==> src/rtl/mem_arbiter.sv <==
// Round-robin arbiter sharing one variable-latency backing memory among NUM_CH
// requesters; one transaction in flight, with a wait-state timeout and error flag.
module mem_arbiter #(
  parameter int unsigned NUM_CH  = 2,
  parameter int unsigned ADDR_W  = 64,
  parameter int unsigned DATA_W  = 64,
  parameter int unsigned TIMEOUT = 255
) (
  input  logic                     clk,
  input  logic                     rst,
  input  logic [NUM_CH-1:0]        ch_valid,
  input  logic [NUM_CH-1:0]        ch_we,
  input  logic [NUM_CH*ADDR_W-1:0] ch_addr,
  input  logic [NUM_CH*DATA_W-1:0] ch_wdata,
  output logic [NUM_CH-1:0]        ch_done,
  output logic                     ch_err,
  output logic [DATA_W-1:0]        ch_rdata,
  output logic                     mem_addr_valid,
  output logic                     mem_we,
  output logic [ADDR_W-1:0]        mem_addr,
  output logic [DATA_W-1:0]        mem_dout,
  input  logic [DATA_W-1:0]        mem_din,
  input  logic                     mem_din_ready
);

  localparam int unsigned GNT_W = (NUM_CH > 1) ? $clog2(NUM_CH) : 1;
  localparam int unsigned CNT_W = (TIMEOUT > 1) ? $clog2(TIMEOUT) : 1;

  typedef enum logic [1:0] {IDLE, BUSY, DONE} state_t;

  state_t           state;
  logic [GNT_W-1:0] grant;
  logic [GNT_W-1:0] last_grant;
  logic [CNT_W-1:0] cnt;
  logic [GNT_W-1:0] pick;
  logic             found;
  logic             timeout_hit;

  // First requesting channel at or after last_grant+1, wrapping around.
  always_comb begin
    pick  = last_grant;
    found = 1'b0;
    for (int i = 1; i <= int'(NUM_CH); i++) begin
      if (!found && ch_valid[GNT_W'((int'(last_grant) + i) % int'(NUM_CH))]) begin
        pick  = GNT_W'((int'(last_grant) + i) % int'(NUM_CH));
        found = 1'b1;
      end
    end
  end

  assign timeout_hit = (cnt == CNT_W'(TIMEOUT - 1));

  always_ff @(posedge clk or posedge rst) begin
    if (rst) begin
      state          <= IDLE;
      grant          <= '0;
      last_grant     <= GNT_W'(NUM_CH - 1);
      cnt            <= '0;
      mem_addr_valid <= 1'b0;
      mem_we         <= 1'b0;
      mem_addr       <= '0;
      mem_dout       <= '0;
      ch_done        <= '0;
      ch_err         <= 1'b0;
      ch_rdata       <= '0;
    end else begin
      case (state)
        IDLE: begin
          if (found) begin
            grant          <= pick;
            mem_addr       <= ch_addr[pick*ADDR_W +: ADDR_W];
            mem_dout       <= ch_wdata[pick*DATA_W +: DATA_W];
            mem_we         <= ch_we[pick];
            mem_addr_valid <= 1'b1;
            cnt            <= '0;
            state          <= BUSY;
          end
        end
        BUSY: begin
          // A ready arriving on the last allowed cycle beats the timeout.
          if (mem_din_ready) begin
            ch_rdata <= mem_we ? '0 : mem_din;
            ch_err   <= 1'b0;
          end else if (timeout_hit) begin
            ch_rdata <= '0;
            ch_err   <= 1'b1;
          end else begin
            cnt <= cnt + CNT_W'(1);
          end
          if (mem_din_ready || timeout_hit) begin
            mem_addr_valid <= 1'b0;
            mem_we         <= 1'b0;
            mem_addr       <= '0;
            mem_dout       <= '0;
            ch_done        <= NUM_CH'(1) << grant;
            state          <= DONE;
          end
        end
        DONE: begin
          ch_done    <= '0;
          ch_err     <= 1'b0;
          last_grant <= grant;
          state      <= IDLE;
        end
        default: state <= IDLE;
      endcase
    end
  end

endmodule

==> config.mk <==
export PLATFORM = sky130hd
export DESIGN_NAME = mem_arbiter
export DESIGN_NICKNAME = d
export VERILOG_FILES = /design/src/rtl/mem_arbiter.sv
export SDC_FILE = /design/constraint.sdc
export NUM_CORES = 1
export LEC_CHECK = 0
export ABC_AREA = 1
export BUFFER_PORTS_ARGS = -buffer_cell sky130_fd_sc_hd__buf_4
export CELL_PAD_IN_SITES_DETAIL_PLACEMENT = 0
export CELL_PAD_IN_SITES_GLOBAL_PLACEMENT = 1
export CORE_AREA = 2 2 202 204
export DETAILED_ROUTE_END_ITERATION = 12
export DIE_AREA = 0 0 204 206
export HOLD_SLACK_MARGIN = 0.03
export PLACE_DENSITY_LB_ADDON = 0.1
export SYNTH_ARGS = -nofsm -noshare
export SYNTH_HDL_FRONTEND = slang
export SYNTH_SLANG_ARGS = --single-unit
==> constraint.sdc <==
create_clock -name clk -period 8.4 [get_ports clk]
set_clock_uncertainty 0.05 [all_clocks]
set_input_delay 1.68 -clock clk [delete_from_list [all_inputs] [get_ports clk]]
set_output_delay 1.68 -clock clk [all_outputs]
set_load 0.005 [all_outputs]
==> reports/qor.yml <==
die_h_um: 206
clkTransAtPathRegs_ps: 50
crit_chain: "buf_4 -> nand3_4 -> clkinv_2 -> buf_4 -> nand3_1 -> nand2_1"
start_util: 0.2703
cts_buffers: 27
critPathBufInv: 3
holdPathStages: 2
wl_per_cell_um: 19.20
hpwl_um: 30860
antenna_left: 0
startpoint_type: "primary input"
required_ps: 8770
overflow: 0
num_rows: 74
status: "complete, no violations"
clk_latency_ps: 550
synth_seq_area_share: 0.4817
post_cts_buffers: 0
wl_um: 45900
min_path_type: "reg -> reg"
antenna_found_initial: 1
synth_cell_types: 22
cp.depth: 6
die_x_um: 204
multi_input_area_um2: 4908
fin_nets: 2168
ir_drop_mv: 0.1350
drt_pass1_iterations: 5
arrival_ps: 4320
die-area_um2: 42020
slew_headroom: 0.2581
h-tree-depth: 1
grt_pass1_wl_um: 68010
avgSynthCellArea_um2: 7.825
synth.net_count: 1717
yosysTopAreaCellShare: 0.4793
syn_area_um2: 10860
cts_tree: "yes"
yosysTopAreaCell: "dfrtp_1"
vias: 11180
final_layout_size_suffix_gt1_frac: 0.3997
cts_resized: 0
period_share: 0.4699
first_global_vias: 10800
cp_common_cell: "buf_4"
hold_violations: 0
cp-end-kind: "flip-flop"
antennaDiodeCount: 0
place_ws_ps: 3859
area_growth_pct: 46.32
max_cap_violations: 0
setup_violations: 0
reg2reg_depth: 6
cts_hold_buffers: 0
viasPerCell: 4.675
worst-path-max-fanout: 60
cp_slowest_cell: "clkinv_2"
globalplace.congestion: 0.8032
port_buffers: 522
cts.sinks: 209
setup_tns_ps: 0
tightest_slew_ps: 1113
clk_path_buf_depth: 3
grt_max_degree: 93
synth-seq-cells: 209
syn_inst: 1388
pin_count: 524
rsz0062_at_grt: "no"
fmax_ghz: 0.2533
crit_family: "buffers and inverters"
nFillCells: 4358
drtIter0Drc: 762
leakage_nw: 8.669
finalCriticalPeriod_ps: 3948
yosys_warnings: 0
drc: 0
final.setup.worst_slack_ps: 4452
synth_area_leaders: "dfrtp_1 48%, nand2_1 14%, nand3_1 9.2%, or2_2 9.0%, nand4_1 7.7%"
slowest_delay_ps: 1000
core-area_um2: 40180
cts_root_buf: "clkbuf_16"
final-seq-area_um2: 5231
reg2reg_slack_ps: 5270
power_density_nw_per_um2: 318.1
grtUsageTotal: 0.2078
drv_slew: 0
path_class: "in -> reg"
-- Yosys cell counts --
master	n
nand2_1	393
dfrtp_1	208
nand3_1	199
or2_2	157
nand4_1	133
nor2_1	89
inv_1	56
clkbuf_1	50
buf_2	40
or2_1	20
buf_4	16
o21ai_0	6
buf_1	5
nand2_2	4
inv_2	3
buf_6	2
ha_1	2
dfstp_2	1
nand3b_1	1
nor2_2	1
nor2_4	1
xnor2_1	1
-- cells in the final DEF (no fill, tap or decap) --
cell type,Yosys,routed
buf_4,16,535
nand2_1,393,391
dfrtp_1,208,208
nand3_1,199,196
or2_2,157,157
nand4_1,133,133
nor2_1,89,89
inv_1,56,55
clkbuf_16,0,27
or2_1,20,20
clkbuf_1,50,14
o21ai_0,6,6
nand2_2,4,4
clkinv_2,0,4
nand2_4,0,2
inv_2,3,2
nand3_4,0,2
nor2_4,1,2
ha_1,2,2
clkbuf_8,0,2
bufinv_16,0,2
xnor2_1,1,1
inv_8,0,1
nand3_2,0,1
nand3b_1,1,1
inv_6,0,1
dfstp_2,1,1
-- state kept, by name, indices dropped and copies added (netlist names) --
name / flops
state: 2
ch_rdata: 64
ch_done: 2
mem_dout: 64
ch_err: 1
mem_addr: 64
last_grant: 1
grant: 1
mem_addr_valid: 1
cnt: 8
mem_we: 1
-- report_power, final --
| group | internal, mW | switching (mW) | leakage, nW |
|---|---|---|---|
| Combinational | 1.06 | 1.12 | 5.60 |
| Sequential | 1.47 | 0.267 | 2.66 |
| Clock | 0.673 | 0.461 | 0.408 |
-- per-layer routing --
metal	track usage	up-vias	part of all wire
met1	0.2709	5305	0.42
met4	0.04969	2	0.023
met2	0.3369	385	0.47
li1	-	5425	-
met5	0	-	0.00035
met3	0.06370	60	0.089
-- worst register-to-register path: cells and delay by family (launching register included) --
family	cells	cell delay, ps
simple gates	3	820
flops	1	350
buf+inv	3	1790
-- path summary, 6_finish.rpt --
| check | from | endpoint |
|---|---|---|
| setup / recovery | ch_valid[0] | mem_addr[37]$_DFFE_PP0P_ |
| hold / removal | mem_addr_valid$_DFFE_PP0P_ | mem_addr_valid$_DFFE_PP0P_ |
| setup reg to reg | state[0]$_DFFE_PP0P_ | mem_addr[37]$_DFFE_PP0P_ |
| hold reg to reg | mem_addr_valid$_DFFE_PP0P_ | mem_addr_valid$_DFFE_PP0P_ |
| max in group asynchronous | rst | mem_addr[3]$_DFFE_PP0P_ |
| min in group asynchronous | rst | mem_dout[37]$_DFFE_PP0P_ |
-- cells by family (layout without fill, tap and decap cells) --
logic type | after synthesis | after routing | synth area share
adders and majority gates | 2 | 2 | 0.002304
buffers and inverters | 172 | 643 | 0.07097
AOI/OAI and AO/OA | 6 | 6 | 0.002765
DFF | 209 | 209 | 0.4817
xor gates and xnor gates | 1 | 1 | 0.0008066
and+or+nand+nor | 998 | 998 | 0.4415
-- metrics by stage --
stage	area (µm²)	util	hold WS, ps	power (mW)	instances
after floorplan	10860	-	420.7	2.727	1388
after global placement	15050	0.3746	433.0	3.957	2342
after detailed placement	15050	0.3746	438.5	3.974	2342
after CTS	15890	0.3955	450.7	5.144	2391
after global routing	15890	0.3955	474.9	5.438	2391
final	15890	0.3955	445.0	5.055	2391
-- final cells by class --
cell class / count / area share
Sequential cell: 209 / 0.3292
Multi-Input combinational cell: 1007 / 0.3089
Timing Repair Buffer: 535 / 0.2527
Clock buffer: 43 / 0.04756
Tap cell: 532 / 0.04189
Inverter: 59 / 0.01449
Clock inverter: 6 / 0.005275
No activity file was read; power rests on OpenSTA's default activity.
